`src/rtl/gouram_trace_if.sv`:
```
// Trace record input and 32-bit beat output stream of the Gouram trace reader.
interface gouram_trace_if #(
  parameter int unsigned TRACE_WIDTH = 128
);
  logic                   trace_valid_i;
  logic [TRACE_WIDTH-1:0] trace_data_i;
  logic                   out_valid_o;
  logic                   out_ready_i;
  logic [31:0]            out_data_o;
  logic                   out_last_o;

  // Tracer/host side: drives records and beat ready, observes the beat stream.
  modport master (
    output trace_valid_i, trace_data_i, out_ready_i,
    input  out_valid_o, out_data_o, out_last_o
  );

  // Reader side.
  modport slave (
    input  trace_valid_i, trace_data_i, out_ready_i,
    output out_valid_o, out_data_o, out_last_o
  );
endinterface

```
`src/rtl/gouram_trace_reader.sv`:
```
// Gouram trace reader: buffers trace records in a FIFO, serialises them into
// 32-bit beats, counts records lost to back-pressure and stops the run once
// the record carrying the stop instruction has been fully drained.
module gouram_trace_reader #(
  parameter int unsigned TRACE_WIDTH = 128,
  parameter int unsigned DEPTH       = 8,
  parameter int unsigned CNT_WIDTH   = 16
) (
  input  logic                   clk,
  input  logic                   rst,
  gouram_trace_if.slave          bus,
  input  logic                   stop_en_i,
  input  logic [31:0]            stop_instr_i,
  output logic [$clog2(DEPTH):0] level_o,
  output logic                   overflow_o,
  output logic [CNT_WIDTH-1:0]   drop_count_o,
  output logic                   done_o
);

  localparam int unsigned WORDS = (TRACE_WIDTH + 31) / 32;
  localparam int unsigned PAD_W = WORDS * 32;
  localparam int unsigned PTR_W = $clog2(DEPTH);
  localparam int unsigned LVL_W = PTR_W + 1;
  localparam int unsigned IDX_W = (WORDS > 1) ? $clog2(WORDS) : 1;

  localparam logic [1:0] S_IDLE = 2'd0;
  localparam logic [1:0] S_SEND = 2'd1;
  localparam logic [1:0] S_DONE = 2'd2;

  logic [1:0]             r_state, w_state_nxt;
  logic [TRACE_WIDTH-1:0] r_mem [DEPTH];
  logic [DEPTH-1:0]       r_tag;
  logic [PTR_W-1:0]       r_wr_ptr, r_rd_ptr, w_rd_ptr_nxt;
  logic [LVL_W-1:0]       r_level, w_level_pop, w_level_nxt;
  logic [IDX_W-1:0]       r_idx, w_idx_nxt;
  logic                   r_stopped;
  logic                   r_out_valid, r_out_last;
  logic [31:0]            r_out_data;
  logic                   r_overflow, r_done;
  logic [CNT_WIDTH-1:0]   r_drop_cnt;

  logic                   w_hs, w_last_hs, w_accept, w_drop, w_stop_hit;
  logic [TRACE_WIDTH-1:0] w_head;
  logic [PAD_W-1:0]       w_head_pad;
  logic [31:0]            w_beat;
  logic                   w_valid_nxt, w_last_nxt;

  // Handshake, accept/drop decision and FIFO occupancy arithmetic.
  assign w_hs         = r_out_valid & bus.out_ready_i;
  assign w_last_hs    = w_hs & r_out_last;
  assign w_accept     = bus.trace_valid_i & ~r_stopped &
                        ((r_level < LVL_W'(DEPTH)) | w_last_hs);
  assign w_drop       = bus.trace_valid_i & ~r_stopped & ~w_accept;
  assign w_stop_hit   = stop_en_i & (bus.trace_data_i[31:0] == stop_instr_i);
  assign w_rd_ptr_nxt = r_rd_ptr + PTR_W'(w_last_hs);
  assign w_level_pop  = r_level - LVL_W'(w_last_hs);
  assign w_level_nxt  = w_level_pop + LVL_W'(w_accept);

  // Next head record; bypasses the incoming record when the FIFO drains to empty.
  assign w_head     = (w_level_pop == '0) ? bus.trace_data_i : r_mem[w_rd_ptr_nxt];
  assign w_head_pad = PAD_W'(w_head);
  assign w_beat     = w_head_pad[{w_idx_nxt, 5'b0} +: 32];

  // Output-side next state and beat index.
  always_comb begin
    w_state_nxt = r_state;
    w_idx_nxt   = r_idx;
    case (r_state)
      S_IDLE: begin
        if (w_level_nxt != '0) w_state_nxt = S_SEND;
      end
      S_SEND: begin
        if (w_last_hs) begin
          w_idx_nxt = '0;
          if (r_tag[r_rd_ptr])         w_state_nxt = S_DONE;
          else if (w_level_nxt == '0)  w_state_nxt = S_IDLE;
        end else if (w_hs) begin
          w_idx_nxt = r_idx + IDX_W'(1);
        end
      end
      S_DONE:  w_state_nxt = S_DONE;
      default: w_state_nxt = S_IDLE;
    endcase
  end

  assign w_valid_nxt = (w_state_nxt == S_SEND);
  assign w_last_nxt  = w_valid_nxt & (w_idx_nxt == IDX_W'(WORDS - 1));

  // State register.
  always_ff @(posedge clk) begin
    if (rst) begin
      r_state <= S_IDLE;
      r_idx   <= '0;
    end else begin
      r_state <= w_state_nxt;
      r_idx   <= w_idx_nxt;
    end
  end

  // Record storage with per-entry stop tag; contents are qualified by the pointers.
  always_ff @(posedge clk) begin
    if (w_accept) begin
      r_mem[r_wr_ptr] <= bus.trace_data_i;
      r_tag[r_wr_ptr] <= w_stop_hit;
    end
  end

  // Pointers, occupancy, stop flag, drop statistics and registered outputs.
  always_ff @(posedge clk) begin
    if (rst) begin
      r_wr_ptr    <= '0;
      r_rd_ptr    <= '0;
      r_level     <= '0;
      r_stopped   <= 1'b0;
      r_overflow  <= 1'b0;
      r_drop_cnt  <= '0;
      r_out_valid <= 1'b0;
      r_out_data  <= '0;
      r_out_last  <= 1'b0;
      r_done      <= 1'b0;
    end else begin
      if (w_accept) r_wr_ptr <= r_wr_ptr + PTR_W'(1);
      r_rd_ptr <= w_rd_ptr_nxt;
      r_level  <= w_level_nxt;
      if (w_accept & w_stop_hit) r_stopped <= 1'b1;
      if (w_drop) begin
        r_overflow <= 1'b1;
        if (r_drop_cnt != '1) r_drop_cnt <= r_drop_cnt + CNT_WIDTH'(1);
      end
      r_out_valid <= w_valid_nxt;
      r_out_data  <= w_valid_nxt ? w_beat : 32'h0;
      r_out_last  <= w_last_nxt;
      r_done      <= (w_state_nxt == S_DONE);
    end
  end

  assign bus.out_valid_o = r_out_valid;
  assign bus.out_data_o  = r_out_data;
  assign bus.out_last_o  = r_out_last;
  assign level_o         = r_level;
  assign overflow_o      = r_overflow;
  assign drop_count_o    = r_drop_cnt;
  assign done_o          = r_done;

endmodule

```
`src/flat_wrapper.sv`:
```
// flat-port wrapper written by rule: the top's interface ports become plain ports
module gouram_trace_reader_flat 
#(
  parameter int unsigned TRACE_WIDTH = 128,
  parameter int unsigned DEPTH       = 8,
  parameter int unsigned CNT_WIDTH   = 16
)
  (clk, rst, stop_en_i, stop_instr_i, level_o, overflow_o, drop_count_o, done_o, bus_trace_valid_i, bus_trace_data_i, bus_out_ready_i, bus_out_valid_o, bus_out_data_o, bus_out_last_o);
  gouram_trace_if #(.TRACE_WIDTH(TRACE_WIDTH)) bus_i ();
  input  logic clk;
  input  logic rst;
  input  logic stop_en_i;
  input  logic [31:0] stop_instr_i;
  output logic [$clog2(DEPTH):0] level_o;
  output logic overflow_o;
  output logic [CNT_WIDTH-1:0] drop_count_o;
  output logic done_o;
  input wire logic [$bits(bus_i.trace_valid_i)-1:0] bus_trace_valid_i;
  input wire logic [$bits(bus_i.trace_data_i)-1:0] bus_trace_data_i;
  input wire logic [$bits(bus_i.out_ready_i)-1:0] bus_out_ready_i;
  output wire logic [$bits(bus_i.out_valid_o)-1:0] bus_out_valid_o;
  output wire logic [$bits(bus_i.out_data_o)-1:0] bus_out_data_o;
  output wire logic [$bits(bus_i.out_last_o)-1:0] bus_out_last_o;
  assign bus_i.trace_valid_i = bus_trace_valid_i;
  assign bus_i.trace_data_i = bus_trace_data_i;
  assign bus_i.out_ready_i = bus_out_ready_i;
  assign bus_out_valid_o = bus_i.out_valid_o;
  assign bus_out_data_o = bus_i.out_data_o;
  assign bus_out_last_o = bus_i.out_last_o;
  gouram_trace_reader #(.TRACE_WIDTH(TRACE_WIDTH), .DEPTH(DEPTH), .CNT_WIDTH(CNT_WIDTH)) u_core (.clk(clk), .rst(rst), .bus(bus_i), .stop_en_i(stop_en_i), .stop_instr_i(stop_instr_i), .level_o(level_o), .overflow_o(overflow_o), .drop_count_o(drop_count_o), .done_o(done_o));
endmodule
```
`config.mk`:
```
export PLATFORM = sky130hd
export DESIGN_NAME = gouram_trace_reader_flat
export DESIGN_NICKNAME = d
export VERILOG_FILES = /design/src/rtl/gouram_trace_if.sv /design/src/rtl/gouram_trace_reader.sv /design/src/flat_wrapper.sv
export SDC_FILE = /design/constraint.sdc
export NUM_CORES = 1
export LEC_CHECK = 0
export ABC_CLOCK_PERIOD_IN_PS = 14550
export BUFFER_PORTS_ARGS = -buffer_cell sky130_fd_sc_hd__clkbuf_2
export CORE_MARGIN = 10
export CORE_UTILIZATION = 24
export DETAILED_ROUTE_END_ITERATION = 7
export HOLD_SLACK_MARGIN = 0.06
export PLACE_DENSITY_LB_ADDON = 0.08
export SLEW_MARGIN = 20
export SYNTH_ARGS = -nofsm -noshare
export SYNTH_HDL_FRONTEND = slang
export SYNTH_SLANG_ARGS = --single-unit
```
`constraint.sdc`:
```
create_clock -name clk -period 14.55 [get_ports clk]
set_input_delay 1.455 -clock clk [delete_from_list [all_inputs] [get_ports clk]]
set_output_delay 1.455 -clock clk [all_outputs]
set_load 0.005 [all_outputs]
```
# After elaboration in Yosys (flattened, before gate mapping)
# Memories as Yosys holds them, arrays and structs flattened.
# Index checks and enable logic that the tools add are counted.
classes:
  n_addsub: 6
  mul: 0
  div_mod_pow: 0
  order_cmp: 4
  eq_ne: 7
  shifts: 1
  muxes: 16
  n_bitwise: 12
  n_reduce_logical: 7
ops:
  columns: ["op", "n"]
  rows:
  - ["$mux W128", 1]
  - ["$shiftx A128 B8 Y32", 1]
  - ["$eq A32 B32 Y1", 1]
  - ["$add A16 B1 Y16 const B", 1]
  - ["$ne A16 B16 Y1 const B", 1]
  - ["$mux W2", 7]
  - ["$and A1 B1 Y1", 8]
  - ["$bwmux W8", 1]
  - ["$logic_not A4 Y1", 2]
  - ["$lt A3 B4 Y1 const B", 2]
  - ["$eq A2 B2 Y1 const B", 3]
  - ["$pmux W2 S3", 1]
  - ["$add A4 B1 Y4", 1]
  - ["$eq A2 B1 Y1 const B", 2]
  - ["$lt A4 B4 Y1 const B", 1]
  - ["$mux W1", 4]
  - ["$reduce_bool A4 Y1", 1]
  - ["$sub A4 B1 Y4", 1]
  - ["$add A3 B1 Y3", 1]
  - ["$add A3 B1 Y3 const B", 1]
  - ["$bmux W1 S3", 1]
  - ["$demux W1 S3", 1]
  - ["$ge A3 B1 Y1 const B", 1]
  - ["$not A1 Y1", 3]
  - ["6 further kinds", 6]
totals:
  register_bits: 75
  latch_bits: 0
  ram_bits: 1024
  rom_bits: 0
  elab_cells: 67
  n_memories: 1
mem_list:
  columns: ["name", "words", "width", "rd", "rd_ports_with_merged_regs", "write_ports", "line", "rtl"]
  rows:
  - ["u_core.r_mem", 8, 128, 1, 0, 1, "gouram_trace_reader.sv:31", "logic [TRACE_WIDTH-1:0] r_mem [DEPTH];"]

# Depth between registers and ports, before layout
# Gate-level depths: netlist of the first run.
depth:
  word_depth: 13
  mapped_depth: 13
  mapped_depth_nobuf: 12

# Worst setup path after synthesis of the first run
# No wires, ideal clock.
synth_path:
  path_kind: "input to register"
  start: "input port bus_trace_valid_i"
  end: "memory u_core.r_mem[2][0] (enable)"
  arrival_ns: 11.619
  slack_ns: 2.130
  path_stages: 4
  path_cell_list: "nor2b_1 -> a21boi_1 -> nand2b_1 -> nor3b_1"
synth_via:
  elab_chain_len: 4
synth_lines:
  columns: ["element", "line", "rtl"]
  rows:
  - ["from (decl)", "flat_wrapper.sv:18", "input wire logic [$bits(bus_i.trace_valid_i)-1:0] bus_trace_valid_i;"]
  - ["$and A1 B1 Y1 (2 in series)", "gouram_trace_reader.sv:51", "assign w_accept = bus.trace_valid_i & ~r_stopped &"]
  - ["net u_core.w_accept", "gouram_trace_reader.sv:42", "logic w_hs, w_last_hs, w_accept, w_drop, w_stop_hit;"]
  - ["$mux W1", "gouram_trace_reader.sv:102", "if (w_accept) begin"]
  - ["$mux W1 (implied by the code)", "gouram_trace_reader.sv:103", "r_mem[r_wr_ptr] <= bus.trace_data_i;"]
  - ["to (decl)", "gouram_trace_reader.sv:31", null]
# The timed path passes the listed nets, and every way through them passes these cells.

# Worst setup path in the final report of the first run
layout_path:
  start: "input port bus_out_ready_i"
  end: "register u_core.r_out_data[29], in the netlist u_core.bus.out_data_o[29]"
layout_via:
  word_cells_on_any_way: 24
layout_rtl:
  columns: ["element", "line", "rtl"]
  rows:
  - ["from (decl)", "flat_wrapper.sv:20", "input wire logic [$bits(bus_i.out_ready_i)-1:0] bus_out_ready_i;"]
  - ["$and A1 B1 Y1", "gouram_trace_reader.sv:49", "assign w_hs = r_out_valid & bus.out_ready_i;"]
  - ["$and A1 B1 Y1", "gouram_trace_reader.sv:50", "assign w_last_hs = w_hs & r_out_last;"]
  - ["$add A3 B1 Y3", "gouram_trace_reader.sv:55", "assign w_rd_ptr_nxt = r_rd_ptr + PTR_W'(w_last_hs);"]
  - ["net u_core.w_rd_ptr_nxt[1]", "gouram_trace_reader.sv:33", "logic [PTR_W-1:0] r_wr_ptr, r_rd_ptr, w_rd_ptr_nxt;"]
  - ["$mem_v2 Z8 W128", null, null]
  - ["$mux W128", "gouram_trace_reader.sv:60", "assign w_head = (w_level_pop == '0) ? bus.trace_data_i : r_mem[w_rd_ptr_nxt];"]
  - ["$shiftx A128 B8 Y32", "gouram_trace_reader.sv:62", "assign w_beat = w_head_pad[{w_idx_nxt, 5'b0} +: 32];"]
  - ["to (signal assigned)", "gouram_trace_reader.sv:131", "r_out_data <= w_valid_nxt ? w_beat : 32'h0;"]
  - ["to (decl)", "gouram_trace_reader.sv:38", "logic [31:0] r_out_data;"]
# The timed path passes the listed nets, and every way through them passes these cells.
# A chain may end at the register's enable or synchronous reset.

==> metrics.md, run 1 <==
| Metric | Value |
|---|---|
| Crit path DAT | `6.29 ns` |
| Top cell type's share of synthesized area | `0.7166` |
| Worst-Margin Slew | `1.177 ns` |
| Hold path depth | `2` |
| Dpl hpwl | `77,310 um` |
| Nets | `2,742` |
| Vias in the first global route | `24,600` |
| Critical path fanouts, max | `124` |
| Global-route usage over all layers | `0.1381` |
| Hold buffers post-CTS | `0` |
| Avg WL per Cell | `27.56 um` |
| Post-synth EDFFs | `1,032` |
| # fillers | `17,810` |
| Max Fclk | `177.6 MHz` |
| Reg2reg path depth | `12` |
| Largest net degree at the start of global routing | `141` |
| First-pass GRT wire length | `194,100 um` |
| Slew Limit Headroom | `0.2083` |
| Initial antenna violation count | `38` |
| Main synth FF type | `edfxtp_1` |
| CP Launch Type | `input pin` |
| Cell Rows | `155` |
| Number of vias per cell | `4.525` |
| Hold Violations, Final | `0` |
| Combinational Power Share | `0.064` |
| CTS buffer count | `133` |
| Total power draw | `0.007194 W` |
| Die W | `444.5 um` |
| Synth async-reset ratio | `0` |
| Most frequent cells in the layout | `1,032 x edfxtp_1, 270 x nand2_1, 257 x mux4_2` |
| Critical path data required time | `15.21 ns` |
| Mapped Nets | `2,476` |
| Setup violations, final | `0` |
| Switching share of power | `0.2294` |
| Synth cell types | `44` |
| Vias | `22,790` |
| Layout cells sized above 1 | `0.2754` |
| RSZ-0062 raised after global routing | `no` |
| WHS | `0.4682 ns` |
| Register area share after synthesis | `0.7477` |
| Reg clk slew, reported paths | `0.06 ns` |
| Clock tree buffer depth | `3` |
| I/O Buffers | `220` |
| Synth Instances | `2,303` |
| H-tree depth | `4` |
| Critical Path Sink Type | `register` |
| Gpl congestion | `0.7019` |
| TritonCTS clock tree | `built` |
| Clock Power Share | `0.439` |
| Power Density | `140.0 nW/um2` |
| Pins Over Slew Limit | `0` |
| Critical path type | `input pin to register` |
| Met3 WL post-DR | `5948 um` |
| Die ar. | `197,600 um2` |
| Area Growth Syn to Fin | `18.85%` |
| Root Driver | `clkbuf_16` |
| Clock latency on the worst-skew pair | `0.76 ns` |
| Highest metal used | `met5` |
| Crit path time final | `5.630 ns` |
| Post-CTS Setup Inserts | `0` |
| Flops & latches, synth | `1,099` |
| Slowest CP cell | `buf_4` |
| Peak VDD IR | `0.08648 mV` |
| Core area | `178,800 um2` |
| Syn Area/Cell | `18.78 um2` |
| GRT overflow | `0` |
| Final Skew | `0.02599 ns` |
| Sw Pwr | `0.001650 W` |
| Routed wire length | `138,800 um` |
| Sequential power share | `0.497` |
| Period utilization | `0.3870` |
| CP max stage delay | `0.87 ns` |
| Drt pass-1 iters | `5` |
| Synth area leaders | `edfxtp_1 72%, mux4_2 13%, dfxtp_1 3.1%, nand2_1 2.3%, and3_1 1.9%` |
| Int Pwr | `0.005544 W` |
| Commonest non-fill, non-tap cell in the layout | `edfxtp_1` |
| CTS sink count | `1,099` |
| Final TNS setup | `0 ns` |
| Hold Path Class | `register to register` |
| DIE HEIGHT | `444.5 um` |
| Post-route ant nets | `0` |
| Post-synth top area cell | `edfxtp_1` |
| Io pins | `221` |
| Synth Warn # | `0` |
| Drt initial violations | `1,467` |
| Crit-path cells | `clkbuf_2, nand3_1, inv_1, ha_4, ha_4, buf_12, buf_4, buf_4, mux4_2, nand2_1, and3_1, o22ai_1, a22o_1` |
| Leak Pwr | `16.51 nW` |
| Status | `completed` |
| Post-Syn Area | `43,240 um2` |
| Max-Cap Viols | `0` |
| Drt drc | `0` |
| DR WL met2 | `70,140 um` |
| Post-cts resize count | `0` |
| Met1 WL | `59,110 um` |
| Initial core utilization | `0.2418` |
-- sequential cells by signal (all words and copies together) (netlist names) --
signal                  count
u_core.bus.out_valid_o      1
u_core.bus.out_last_o       1
u_core.done_o               1
u_core.r_stopped            1
u_core.r_state              2
u_core.r_tag                8
u_core.r_rd_ptr             3
u_core.overflow_o           1
u_core.level_o              4
u_core.r_wr_ptr             3
u_core.drop_count_o        16
u_core.r_idx                2
u_core.bus.out_data_o      32
u_core.r_mem             1024
-- worst paths after layout --
| check | from | to | slack, ns |
|---|---|---|---|
| max | bus_out_ready_i | u_core.bus.out_data_o[29] | 8.92 |
| min | u_core.r_stopped | u_core.r_stopped | 0.47 |
| max reg2reg | u_core.bus.out_valid_o | u_core.bus.out_data_o[29] | 9.25 |
| min reg2reg | u_core.r_stopped | u_core.r_stopped | 0.47 |
-- worst max-delay path: cells and delay by family --
family / cells / cell delay, ns
AO/OA/AOI/OAI: 2 / 0.32
adder cells (fa/ha/maj): 2 / 0.83
buffers and inverters: 5 / 2.52
multiplexers: 1 / 0.42
AND/OR/NAND/NOR: 3 / 0.45
-- kinds of logic (layout without fill, tap and decap cells) --
logic type      count (synthesis)  in the layout  share of synthesized area
compound gates                243            243                    0.03391
xor+xnor                       51             51                    0.01076
fa+ha+maj                       8              8                   0.002315
buf+inv                       145            514                    0.01588
flops                        1099           1099                     0.7477
mux                           263            263                     0.1357
other cells                     0              9                          0
simple gates                  494            494                    0.05379
-- power by group through the flow --
stage	Clock [W]	Combinational [W]	Sequential [W]
floorplan	0	0.000205	0.00364
global placement	0	0.000471	0.00364
detailed placement	0	0.000474	0.00364
CTS	0.00328	0.000476	0.00358
global route	0.00340	0.000502	0.00358
finish	0.00316	0.000459	0.00358
-- cells in the mapped netlist, drive strengths merged, types with 2 or more instances --
master and instances:
a21oi 11, a22o 32, and2 2, and3 131
buf 67, clkbuf 72, dfxtp 67, edfxtp 1032
ha 8, inv 6, mux2 2, mux2i 3
mux4 258, nand2 270, nand2b 4, nand3 13
nand4 12, nor2 35, nor2b 6, nor3 9
nor3b 4, nor4 4, o21ai 131, o22ai 64
or3 2, xnor2 36, xor2 15
-- cell type report --
type / count / area [um2] / area share
well taps: 2355 / 2947 / 0.05733
clock inverters: 68 / 559.3 / 0.01088
clock buffers: 170 / 3582 / 0.06970
flip-flops and latches: 1099 / 32330 / 0.6291
inverters: 6 / 22.52 / 0.0004382
diodes: 9 / 22.52 / 0.0004382
repair buffers: 270 / 1555 / 0.03026
multi-input cells: 1059 / 10370 / 0.2019
-- per-stage QoR --
step | instances | setup WS [ns] | instance area (um2) | utilization
2_1_floorplan | 2303 | 2.130 | 43240 | -
3_3_place_gp | 4789 | 7.980 | 47230 | 0.2641
3_5_place_dp | 4789 | 7.948 | 47230 | 0.2641
4_1_cts | 5027 | 8.818 | 51370 | 0.2873
5_1_grt | 5033 | 8.618 | 51390 | 0.2874
6_report | 5036 | 8.920 | 51390 | 0.2874
-- per-layer routing --
layer	global-route usage	vias to the layer above
met4	0.04190	30
met2	0.2388	438
li1	-	9835
met5	0	-
met3	0.03061	216
met1	0.1717	12270
(Power assumes the default switching activity.)
==> run 2, diff against run 1 <==
--- a/config.mk
+++ b/config.mk
@@ -5,7 +5,7 @@
 export SDC_FILE = /design/constraint.sdc
 export NUM_CORES = 1
 export LEC_CHECK = 0
-export ABC_CLOCK_PERIOD_IN_PS = 14550
+export ABC_CLOCK_PERIOD_IN_PS = 5840
 export BUFFER_PORTS_ARGS = -buffer_cell sky130_fd_sc_hd__clkbuf_2
 export CORE_MARGIN = 10
 export CORE_UTILIZATION = 24
==> constraint.sdc (replaced) <==
create_clock -name clk -period 5.84 [get_ports clk]
set_input_delay 0.584 -clock clk [delete_from_list [all_inputs] [get_ports clk]]
set_output_delay 0.584 -clock clk [all_outputs]
set_load 0.005 [all_outputs]
==> metrics.md, run 2 (synthesized netlist as in run 1, its figures left out) <==
| Metric | Value |
|---|---|
| Status | `completed` |
| Die ar. | `197,600 um2` |
| RSZ-0062 raised after global routing | `no` |
| Crit path DAT | `5.04 ns` |
| Clock latency on the worst-skew pair | `0.78 ns` |
| RR Endpoint | `u_core.bus.out_data_o[19]` |
| Cell Rows | `155` |
| H-tree depth | `4` |
| TritonCTS clock tree | `built` |
| CTS buffer count | `134` |
| Post-route ant nets | `0` |
| Crit path time final | `4.333 ns` |
| Area Growth Syn to Fin | `21.08%` |
| GRT overflow | `0` |
| Vias | `23,200` |
| Hold Violations, Final | `0` |
| CP max stage delay | `0.85 ns` |
| # fillers | `17,740` |
| Reg clk slew, reported paths | `0.06 ns` |
| Sw Pwr | `0.004196 W` |
| Max-Cap Viols | `0` |
| Worst-Margin Slew | `1.126 ns` |
| Drt initial violations | `1,669` |
| Slowest CP cell | `o22ai_1` |
| Largest net degree at the start of global routing | `108` |
| Initial core utilization | `0.2418` |
| RR Startpoint | `u_core.bus.out_last_o` |
| Critical path fanouts, max | `77` |
| Initial antenna violation count | `40` |
| Nets | `2,794` |
| Die W | `444.5 um` |
| Max FFs per register | `1,024` |
| Int Pwr | `0.01422 W` |
| Sequential power share | `0.483` |
| Clock Power Share | `0.452` |
| Commonest non-fill, non-tap cell in the layout | `edfxtp_1` |
| Peak VDD IR | `0.2883 mV` |
| Global-route usage over all layers | `0.1393` |
| Final Util | `0.2928` |
| Combinational Power Share | `0.065` |
| Pins Over Slew Limit | `0` |
| Most frequent cells in the layout | `1,032 x edfxtp_1, 270 x nand2_1, 257 x mux4_2` |
| Drt pass-1 iters | `5` |
| CP Launch Type | `register` |
| Hold Path Class | `input pin to register` |
| Most frequent CP cell | `ha_1` |
| Number of vias per cell | `4.561` |
| Final TNS setup | `0 ns` |
| Setup violations, final | `0` |
| Routed wire length | `139,900 um` |
| Root Driver | `clkbuf_16` |
| Clock tree buffer depth | `3` |
| FF-to-FF setup slack | `1.51 ns` |
| Io pins | `221` |
| CP bufs+invs | `2` |
| Max Fclk | `230.8 MHz` |
| I/O Buffers | `220` |
| Post-CTS Setup Inserts | `0` |
| Drt drc | `0` |
| Dpl hpwl | `78,940 um` |
| Setup ws final | `1.507 ns` |
| Period utilization | `0.7419` |
| Gpl congestion | `0.6946` |
| Post-place setup slack | `1.166 ns` |
| Critical Path Sink Type | `register` |
| Power Density | `351.7 nW/um2` |
| Reg2reg path depth | `12` |
| Largest Register | `u_core.r_mem` |
| Crit-path cells | `nand3_1, inv_1, ha_1, ha_1, and2_1, a21oi_1, o21ai_1, nand3_4, buf_12, and3_1, o22ai_1, a22o_1` |
| Avg WL per Cell | `27.50 um` |
| Total power draw | `0.01841 W` |
| Layout cells sized above 1 | `0.2760` |
| Delay-heaviest family, CP | `compound AO/OA/AOI/OAI gates` |
| Switching share of power | `0.2279` |
| CTS sink count | `1,099` |
| Critical path data required time | `6.54 ns` |
| Hold endpoint | `u_core.r_mem[4][72]` |
| Hold path startpoint | `bus_trace_data_i[72]` |
| Vias in the first global route | `24,890` |
| Leak Pwr | `16.88 nW` |
| Slew Limit Headroom | `0.2495` |
| First-pass GRT wire length | `195,800 um` |
| DIE HEIGHT | `444.5 um` |
| Core area | `178,800 um2` |
| Hold path depth | `1` |
| Critical path type | `register to register` |
| Final Skew | `0.02291 ns` |
## run 2: cell types whose count changed in the layout (fill, tap and decap cells not counted), sizes merged
cell         before  now
clkinv           54   44
diode             9    7
inv              12   13
clkbuf          390  393
clkinvlp          1    3
bufinv            7   13
dlygate4sd3       0   49
buf              50   52
## run 2: cell type report
type,count,area [um2],share of cell area
Tap cell,2355,2947,0.05628
Inverter,6,22.52,0.0004302
Multi-Input combinational cell,1059,10420,0.1989
Clock inverter,67,713.2,0.01362
Antenna cell,7,17.52,0.0003346
Timing Repair Buffer,321,2232,0.04263
Clock buffer,173,3677,0.07024
Sequential cell,1099,32330,0.6175
## run 2: worst max-delay path by stage
stage	start	end	slack [ns]	cells past startpoint
2_1_floorplan	bus_trace_valid_i	u_core.r_mem[7][0]	-1.54	4
6_report	u_core.bus.out_last_o	u_core.bus.out_data_o[19]	1.51	12
3_3_place_gp	bus_out_ready_i	u_core.bus.out_data_o[17]	1.09	13
4_1_cts	u_core.bus.out_last_o	u_core.bus.out_data_o[19]	1.43	12
5_1_grt	u_core.bus.out_last_o	u_core.bus.out_data_o[17]	1.18	12
3_5_place_dp	bus_out_ready_i	u_core.bus.out_data_o[17]	1.17	13
## run 2: worst reg2reg max path, cell delays in order, from the launching register on
cell and delay [ns]:
dfxtp_1 0.39, nand3_1 0.24, inv_1 0.17, ha_1 0.21, ha_1 0.26, and2_1 0.16, a21oi_1 0.04, o21ai_1 0.21
nand3_4 0.71, buf_12 0.49, and3_1 0.30, o22ai_1 0.85, a22o_1 0.24
## run 2: what timing repair did
item | CTS | global route
gates resized for setup | 0 | 0
endpoints found under the hold margin | 344 | 0
hold buffers | 49 | 0
## run 2: stage by stage
stage / instances / area, um2 / hold slack [ns]
6_report: 5087 / 52360 / 0.1252
5_1_grt: 5084 / 52350 / 0.09070
4_1_cts: 5080 / 52330 / 0.06000
3_3_place_gp: 4791 / 47450 / 0.4551
3_5_place_dp: 4791 / 47450 / 0.4774
2_1_floorplan: 2303 / 43280 / 0.4374
## run 2: metal layers
metal | GRT usage | vias to the layer above | share of wire | wire, um
li1 | - | 9937 | - | -
met1 | 0.1790 | 12490 | 0.44 | 61190
met2 | 0.2339 | 536 | 0.49 | 68560
met3 | 0.03409 | 219 | 0.049 | 6809
met4 | 0.03746 | 26 | 0.023 | 3163
met5 | 0 | - | 0.0012 | 166
## run 2: power by group through the flow
stage                     logic (W)  clock network (W)  registers, W
after floorplan            0.000511                  0       0.00905
after global placement      0.00120                  0       0.00906
after detailed placement    0.00121                  0       0.00907
after CTS                   0.00125            0.00862       0.00890
after global routing        0.00131            0.00892       0.00891
final                       0.00120            0.00831       0.00890
==> run 3, diff against run 2 <==
--- a/config.mk
+++ b/config.mk
@@ -5,7 +5,7 @@
 export SDC_FILE = /design/constraint.sdc
 export NUM_CORES = 1
 export LEC_CHECK = 0
-export ABC_CLOCK_PERIOD_IN_PS = 5840
+export ABC_CLOCK_PERIOD_IN_PS = 3900
 export BUFFER_PORTS_ARGS = -buffer_cell sky130_fd_sc_hd__clkbuf_2
 export CORE_MARGIN = 10
 export CORE_UTILIZATION = 24
==> constraint.sdc (replaced) <==
create_clock -name clk -period 3.9 [get_ports clk]
set_input_delay 0.39 -clock clk [delete_from_list [all_inputs] [get_ports clk]]
set_output_delay 0.39 -clock clk [all_outputs]
set_load 0.005 [all_outputs]
==> metrics.md, run 3 (synthesized netlist as in run 1, its figures left out) <==
| Metric | Value |
|---|---|
| Reg2reg path depth | `13` |
| Status | `completed` |
| First-pass GRT wire length | `195,500 um` |
| Dpl hpwl | `82,470 um` |
| Setup ws final | `0.5200 ns` |
| Worst-Margin Slew | `1.087 ns` |
| Sequential power share | `0.494` |
| # fillers | `17,600` |
| Largest net degree at the start of global routing | `80` |
| Power Density | `503.1 nW/um2` |
| Die ar. | `197,600 um2` |
| Layout cells sized above 1 | `0.2756` |
| Drt drc | `0` |
| Initial antenna violation count | `27` |
| Final instance area | `53,640 um2` |
| GRT overflow | `0` |
| Crit path DAT | `4.05 ns` |
| Cell Rows | `155` |
| Slowest CP cell | `o22ai_1` |
| Worst path depth | `13` |
| Leak Pwr | `17.45 nW` |
| H-tree depth | `4` |
| RR Startpoint | `u_core.bus.out_last_o` |
| Post-cts resize count | `0` |
| Critical path type | `register to register` |
| Critical Path Sink Type | `register` |
| Drt pass-1 iters | `5` |
| Clock tree buffer depth | `3` |
| Post-route ant nets | `0` |
| Combinational Power Share | `0.072` |
| CTS sink count | `1,099` |
| Die W | `444.5 um` |
| Setup violations, final | `0` |
| DIE HEIGHT | `444.5 um` |
| Delay-heaviest family, CP | `compound AO/OA/AOI/OAI gates` |
| CP bufs+invs | `3` |
| TritonCTS clock tree | `built` |
| Hold endpoint | `u_core.r_state[0]` |
| Hold path startpoint | `bus_out_ready_i` |
| Commonest non-fill, non-tap cell in the layout | `edfxtp_1` |
| Reg clk slew, reported paths | `0.06 ns` |
| Switching share of power | `0.2264` |
| Core area | `178,800 um2` |
| Number of vias per cell | `4.502` |
| Hold Violations, Final | `0` |
| Drt initial violations | `1,578` |
| Critical path fanouts, max | `38` |
| Most frequent CP cell | `ha_1` |
| Crit-path cells | `nand3_2, inv_1, ha_1, ha_1, and2_1, a21oi_1, o21ai_1, nand3_4, buf_12, buf_4, and3_1, o22ai_1, a22o_1` |
| Post-place setup slack | `0.4183 ns` |
| Final Skew | `0.02683 ns` |
| Sw Pwr | `0.006109 W` |
| Crit path time final | `3.380 ns` |
| Root Driver | `clkbuf_16` |
| Critical path data required time | `4.57 ns` |
| RR Endpoint | `u_core.bus.out_data_o[22]` |
| Max FFs per register | `1,024` |
| CP Launch Type | `register` |
| CP max stage delay | `0.56 ns` |
| Area Growth Syn to Fin | `24.03%` |
| RSZ-0062 raised after global routing | `no` |
| Initial core utilization | `0.2418` |
| Routed wire length | `138,400 um` |
| CTS buffer count | `134` |
| Clock Power Share | `0.433` |
| Slew Limit Headroom | `0.2742` |
| Cell Area, Placed | `48,220 um2` |
| Vias | `23,470` |
| Period utilization | `0.8667` |
| Avg WL per Cell | `26.54 um` |
| Nets | `2,923` |
| Io pins | `221` |
| Gpl congestion | `0.6943` |
| Global-route usage over all layers | `0.1382` |
| Vias in the first global route | `25,140` |
| I/O Buffers | `220` |
| FF-to-FF setup slack | `0.52 ns` |
| Max Fclk | `295.9 MHz` |
| Largest Register | `u_core.r_mem` |
| Pins Over Slew Limit | `0` |
| Hold path depth | `6` |
| Post-CTS Setup Inserts | `0` |
| Hold Path Class | `input pin to register` |
| Final Util | `0.3000` |
| Most frequent cells in the layout | `1,032 x edfxtp_1, 269 x nand2_1, 257 x mux4_2` |
| Clock latency on the worst-skew pair | `0.75 ns` |
| Peak VDD IR | `0.3680 mV` |
| Max-Cap Viols | `0` |
| Int Pwr | `0.02088 W` |
[run 3: changes by cell type in the layout (fill, tap and decap cells not counted), sizes merged]
cell	change
bufinv	-10
clkinvlp	-2
clkbuf	+16
clkinv	-1
inv	-5
buf	+49
dlygate4sd3	+80
[run 3: how the worst max path moves through the flow]
stage                                startpoint                        end  slack (ns)
after floorplan               bus_trace_valid_i         u_core.r_mem[2][0]       -0.79
after global placement          bus_out_ready_i  u_core.bus.out_data_o[31]        0.31
after detailed placement        bus_out_ready_i  u_core.bus.out_data_o[22]        0.42
after CTS                 u_core.bus.out_last_o  u_core.bus.out_data_o[22]        0.50
after global routing      u_core.bus.out_last_o   u_core.bus.out_data_o[7]        0.30
final                     u_core.bus.out_last_o  u_core.bus.out_data_o[22]        0.52
[run 3: power groups by stage]
stage / clock [W] / combinational (W) / sequential, W
4_1_cts: 0.0122 / 0.00202 / 0.0134
3_3_place_gp: 0 / 0.00185 / 0.0136
2_1_floorplan: 0 / 0.000772 / 0.0135
5_1_grt: 0.0126 / 0.00212 / 0.0134
6_report: 0.0117 / 0.00194 / 0.0133
3_5_place_dp: 0 / 0.00188 / 0.0136
[run 3: cell type report]
cell class	count	area [um2]	area share
antenna	7	17.52	0.0003266
clock inverter	49	300.3	0.005599
clock buffer	189	3809	0.07101
sequential	1099	32330	0.6028
tap	2355	2947	0.05494
inverter	6	22.52	0.0004199
multi-input combinational	1059	10440	0.1947
timing repair buffer	450	3766	0.07022
[run 3: per-layer routing]
metal / wire length [um] / global-route usage / up-vias
li1: - / - / 10220
met1: 61860 / 0.1813 / 12610
met2: 67800 / 0.2305 / 443
met3: 5509 / 0.02844 / 188
met4: 3103 / 0.03908 / 20
met5: 122 / 0 / -
[run 3: repair_timing]
item | 4_1_cts | 5_1_grt
endpoints found under the hold margin | 1026 | 0
endpoints found under the setup margin | 0 | 0
hold buffers | 129 | 0
[run 3: worst min-delay path, cell delays in order]
cell and delay (ns):
clkbuf_2 0.11, nand3_2 0.08, inv_1 0.06, nand3_2 0.09
nand2_1 0.07, a21oi_1 0.11
[run 3: metrics by stage]
stage | hold WS [ns] | cells | setup TNS (ns) | power, W
2_1_floorplan | 0.4631 | 2303 | -549.99 | 0.01431
3_3_place_gp | 0.4538 | 4838 | 0 | 0.01544
3_5_place_dp | 0.4626 | 4840 | 0 | 0.01548
4_1_cts | 0.08931 | 5207 | 0 | 0.02755
5_1_grt | 0.1768 | 5210 | 0 | 0.02810
6_report | 0.1853 | 5214 | 0 | 0.02699
